File: src/rtl/prbs_pkg.sv
// rtl/prbs_pkg.sv - PRBS-7 constants, checker state type and shared word/popcount helpers
package prbs_pkg;

  localparam int PRBS_ORDER = 7;
  localparam int POLY_TAPS [2] = '{7, 6};
  localparam int MAX_WIDTH = 64;
  localparam int CNT_W = 8;

  typedef enum logic {
    ST_UNLOCKED = 1'b0,
    ST_LOCKED   = 1'b1
  } chk_state_e;

  // seed[0] is the oldest of the last 7 stream bits; bit 0 of the result is the next serial bit
  function automatic logic [MAX_WIDTH-1:0] prbs7_next_word(input logic [PRBS_ORDER-1:0] seed);
    logic [PRBS_ORDER-1:0] s;
    logic                  nb;
    logic [MAX_WIDTH-1:0]  w;
    s = seed;
    w = '0;
    for (int i = 0; i < MAX_WIDTH; i++) begin
      nb   = s[PRBS_ORDER-POLY_TAPS[0]] ^ s[PRBS_ORDER-POLY_TAPS[1]];
      w[i] = nb;
      s    = {nb, s[PRBS_ORDER-1:1]};
    end
    return w;
  endfunction

  function automatic logic [6:0] popcount(input logic [MAX_WIDTH-1:0] v);
    logic [6:0] c;
    c = '0;
    for (int i = 0; i < MAX_WIDTH; i++) begin
      c = c + 7'(v[i]);
    end
    return c;
  endfunction

endpackage

File: src/rtl/prbs7_ref_gen.sv
// rtl/prbs7_ref_gen.sv - combinational PRBS-7 next-word predictor
module prbs7_ref_gen
  import prbs_pkg::*;
#(
  parameter int WIDTH = 8
) (
  input  logic [PRBS_ORDER-1:0] seed_i,
  output logic [WIDTH-1:0]      next_o
);

  assign next_o = WIDTH'(prbs7_next_word(seed_i));

endmodule

File: src/rtl/prbs_wide_generate.sv
// rtl/prbs_wide_generate.sv - PRBS-7 parallel word generator, WIDTH serial bits per enabled clock
module prbs_wide_generate
  import prbs_pkg::*;
#(
  parameter int WIDTH = 8
) (
  input  logic             clk,
  input  logic             reset,
  input  logic             en,
  output logic [WIDTH-1:0] prbs
);

  logic [PRBS_ORDER-1:0] state_q;
  logic [WIDTH-1:0]      prbs_q;
  logic [WIDTH-1:0]      word_next;

  prbs7_ref_gen #(.WIDTH(WIDTH)) u_ref_gen (
    .seed_i (state_q),
    .next_o (word_next)
  );

  always_ff @(posedge clk or negedge reset) begin
    if (!reset) begin
      state_q <= 7'h7F;
      prbs_q  <= '0;
    end else if (en) begin
      prbs_q  <= word_next;
      state_q <= word_next[WIDTH-1 -: PRBS_ORDER];
    end
  end

  assign prbs = prbs_q;

endmodule

File: config.mk
export PLATFORM = sky130hd
export DESIGN_NAME = prbs_wide_generate
export DESIGN_NICKNAME = d
export VERILOG_FILES = /design/src/rtl/prbs_pkg.sv /design/src/rtl/prbs7_ref_gen.sv /design/src/rtl/prbs_wide_generate.sv
export SDC_FILE = /design/constraint.sdc
export NUM_CORES = 1
export LEC_CHECK = 0
export CORE_MARGIN = 5
export CORE_UTILIZATION = 48
export CTS_BUF_LIST = sky130_fd_sc_hd__clkbuf_8 sky130_fd_sc_hd__clkbuf_16
export DETAILED_ROUTE_END_ITERATION = 8
export GPL_ROUTABILITY_DRIVEN = 0
export PLACE_DENSITY_LB_ADDON = 0.15
export SLEW_MARGIN = 20
export SYNTH_ARGS = -nofsm -noshare
export SYNTH_HDL_FRONTEND = slang
export SYNTH_SLANG_ARGS = --single-unit
File: constraint.sdc
create_clock -name clk -period 1.4 [get_ports clk]
set_input_delay 0.28 -clock clk [delete_from_list [all_inputs] [get_ports clk]]
set_output_delay 0.28 -clock clk [all_outputs]
set_load 0.03 [all_outputs]
# Word-level counts from Yosys, hierarchy flattened
# Index checks and enable logic that the tools add are counted.
dict set report word_totals {
  out_inout_bits 8
  inputBits 3
  wordCells 10
  register_bits 15
}
dict set report classes {
  bitwise 8
}
# cell count
set op_table {}
lappend op_table {{1-bit bitwise XOR} 8}

# Depth between registers and ports, before layout
# Gate-level depths: netlist (run 1).
dict set report logic_depth {
  word_depth 2
  ltp_mapped 4
  mapped_depth_nobuf 2
}

# By module
# Synthesis (run 1) repeated with hierarchy kept, for this count alone.
dict set report hier_totals {
  cells_unflattened 40
  hier_area_um2 706.9
}
# mod instances area_per_inst_um2 cells_each seq_area_each_um2
set by_module_without_submodules {}
lappend by_module_without_submodules {prbs_wide_generate 1 621.8 32 384.1}
lappend by_module_without_submodules {prbs7_ref_gen 1 85.1 8 0.0}

# Worst setup path before layout (run 1)
# No wires, ideal clock.
dict set report synth_path {
  path_kind {flip-flop to flip-flop}
  from {register state_q[6]}
  to {register state_q[5]}
  synth_period_minus_slack_ps 1114
  t_arrival_ps 1039
  t_required_ps 1325
  path_stages_with_launch 3
  path_buffers 0
  setup_time_ps 75
  setup_slack_ps 286
  cell_sequence {dfstp_2 > xnor3_1 > mux2i_1}
}
dict set report synth_via {
  elab_chain_len 1
}
# element line
set synth_lines {}
lappend synth_lines {{start: declaration} prbs_wide_generate.sv:13} ;# logic [PRBS_ORDER-1:0] state_q;
lappend synth_lines {{start signal: assignment} prbs_wide_generate.sv:28} ;# state_q <= word_next[WIDTH-1 -: PRBS_ORDER];
lappend synth_lines {{1-bit bitwise XOR} prbs_pkg.sv:22} ;# nb = s[PRBS_ORDER-POLY_TAPS[0]] ^ s[PRBS_ORDER-POLY_TAPS[1]];
# Every way passes these cells.
# A chain may end at the register's enable or synchronous reset.

# Final worst setup path (run 1)
dict set report layout_path {
  from {register prbs_q[7], in the netlist prbs[7]}
  to {output port prbs[7]}
}
# element line
set layout_rtl {}
lappend layout_rtl {{start: declaration} prbs_wide_generate.sv:14} ;# logic [WIDTH-1:0] prbs_q;
lappend layout_rtl {{start signal: assignment} prbs_wide_generate.sv:27} ;# prbs_q <= word_next;
lappend layout_rtl {{end: declaration} prbs_wide_generate.sv:10} ;# output logic [WIDTH-1:0] prbs
# No word-level cell between the ends.

==> impl_results.md, run 1 <==
- Delay of the slowest critical-path stage: 0.40 ns
- CTS Hold Bufs: 0
- Max_slew headroom: between 70% and 80%
- Avg Cell Area, Syn: 11.1 sq um
- Synth top cells by count: 13 x a21oi_1, 13 x nor2_1, 8 x dfrtp_1
- Sw Share: 38.5%
- Total of max-cap violations: 0
- CTS sink cnt: 15
- Mapped Nets: 59
- Final Setup Violations: 0
- Final slew viol count: 0
- Crit-path cells: dlygate4sd2_1
- Final hold slack: 0.351 ns
- Post-Syn Area: ~620 sq um
- First-pass GRT wire length: 1840 microns
- Max Clock Skew: between 0.0006 and 0.0007 ns
- Origin of the critical flop-to-flop path: state_q[6]
- Peak Freq: 788 MHz
- Final Hold Viols: 0
- Vias/cell: 4.94
- Setup Total Neg Slack: 0 ns
- Buffers & Inverters on Critical Path: 1
- DRT iter0 DRCs: 7
- Initial antenna violation count: 0
- Post-synth top flop: dfrtp_1
- Sequential fraction of the synthesis area: 61.5%
- Antenna-violating nets left: 0
- WL/cell: 11.9 microns
- Core Region: 0.00127 sq mm
- Clock power share: about 15%
- Die height: around 46 microns
- Seq pwr share: a little over two fifths
- Worst Path Arrival: 0.99 ns
- CP top delay family: buffers and inverters
- Synth top area cells: dfrtp_1 32%, dfstp_2 29%, a21oi_1 10%
- Final Util: 61.9%
- Starting Density: 49.2%
- Peak VDD IR: roughly 0.0014 V
- Synth warn: 0
- Post-synth EDFFs: 0
- Row cnt: 13
- Total GRT Usage: 12.7%
- Combinational fraction of design power: 43.0%
- Cells after Synth: 56
- Worst setup path start: prbs[7]
- Yosys cell types: 9
- Register cell area after layout: 384 sq um
- Area grow syn2layout: 25.9%
- Worst-case clock buffer depth: 2
- Tightest Pin Transition: a little over 0.3 ns
- RSZ-0062 raised after global routing: no
- CTS tree: done
- Fin crit period: 1.27 ns
- GRT overflow: 0
- Status: finished, final reports clean
- Worst hold path type: input pin to async pin
- Via count: 420
- CTS Buf Count: 3
- CP endpoint kind: output port
- Clk Latency, worst-skew pair: 0.24 ns
- Vias in the first global route: between 400 and 500
- # port buffers: 10
- Clock transition at path regs: 0.06 ns
- Chip width: between 40 and 50 microns
- Drt first pass iters: 4
- Cell-internal power: 1.36 mW
- Final nets: 74
- Fillers: between 100 and 150
- Leakage power: 0.349 nW
- Critical Path Fanout Max: 2
- # diodes: 0
- H-tree depth: 1
- Net Switching: 0.850 mW
- Post-synth top area share: between 30% and 40%
- DIE AREA: 0.00212 sq mm
- FF-to-FF setup slack: about 0.22 ns
- Pwr/cell area: 2810 mW/mm^2
- Share of layout cells above drive strength 1: 18.6%
- Post-CTS Setup Inserts: 0
- Largest net degree at the start of global routing: 19
- Io pins: 11
- Root Driver: clkbuf_8
- Yosys top cell by area: dfrtp_1
- Slowest CP cell: dlygate4sd2_1
- Fraction of registers with async set/reset: 100%
- Final period utilization: 90.7%
- Worst path required time: about 1.1 ns
- Residual DRC: 0
- Seq cells post-synth: 15
- Detailed Route WL: 1020 microns
- Multi-input gate area: 218 sq um
- CP Launch Type: register
- Crit path kind: register to output port
- Post-DP HPWL: 722 microns
-- power by group through the flow --
stage | registers, mW | logic, mW | clock network, mW
floorplan | 1.14 | 0.484 | 0
global placement | 0.929 | 1.03 | 0
detailed placement | 0.940 | 1.03 | 0
CTS | 0.928 | 0.964 | 0.343
global route | 0.969 | 1.05 | 0.360
finish | 0.926 | 0.950 | 0.334
-- sequential cells by signal (all words and copies together) (netlist names) --
name,flops
state_q,7
prbs,8
-- kinds of logic after synthesis --
family,Yosys count,synth area share (%)
buffers and inverters,5,3.61
multiplexers,2,3.21
AO/OA/AOI/OAI,13,10.4
flip-flops,15,61.5
AND/OR/NAND/NOR,13,7.82
XOR/XNOR,8,13.4
-- through the flow --
step,cell area [sq um],total power [mW],setup WS (ns),cells
6_report,786,2.21,0.130,85
3_5_place_dp,751,1.97,0.118,81
4_1_cts,786,2.24,0.122,85
3_3_place_gp,751,1.96,0.123,81
5_1_grt,786,2.38,0.0757,85
2_1_floorplan,624,1.62,0.286,56
-- layout make-up --
cell class / count / area share [%]
flip-flops and latches: 15 / 48.9
clock inverters: 1 / 0.478
inverters: 2 / 0.955
multi-input cells: 36 / 27.7
well taps: 15 / 2.39
clock buffers: 3 / 5.25
repair buffers: 13 / 14.3
-- per-layer routing --
| layer | GRT usage [%] | part of all wire (%) |
|---|---|---|
| met1 | 15.5 | 47 |
| met2 | 19.2 | 45 |
| met3 | 3.52 | 5.5 |
| met4 | 8.52 | 2.3 |
| met5 | 0 | 0 |
-- cells in the final DEF (no fill, tap or decap), drive strengths merged --
master | Yosys | final
nor2 | 13 | 13
a21oi | 13 | 13
dlygate4sd2 | 0 | 8
dfrtp | 8 | 8
xnor2 | 7 | 7
dfstp | 7 | 7
inv | 2 | 3
clkbuf | 0 | 3
buf | 3 | 3
mux2i | 2 | 2
clkdlybuf4s50 | 0 | 2
xnor3 | 1 | 1
-- final timing paths --
path,endpoint,cells after the start
worst max-delay path,prbs[7],1
worst min-delay path,prbs[0],2
worst max register to register,prbs[6],2
worst min register to register,state_q[5],2
max in group asynchronous,state_q[3],2
min in group clk,state_q[5],2
-- what timing repair did --
item	in CTS	in global routing
resized for setup	8	0
endpoints found under the setup margin	8	0
hold endpoints to repair	0	0
Note: power is estimated with default switching activity, not from simulation.
==> run 2, diff against run 1 <==
--- a/config.mk
+++ b/config.mk
@@ -10,6 +10,7 @@
 export CTS_BUF_LIST = sky130_fd_sc_hd__clkbuf_8 sky130_fd_sc_hd__clkbuf_16
 export DETAILED_ROUTE_END_ITERATION = 8
 export GPL_ROUTABILITY_DRIVEN = 0
+export HOLD_SLACK_MARGIN = 0.06
 export PLACE_DENSITY_LB_ADDON = 0.15
 export SLEW_MARGIN = 20
 export SYNTH_ARGS = -nofsm -noshare
==> results of run 2 <==
Final layout, timing and power as in run 1 (identical DEF).
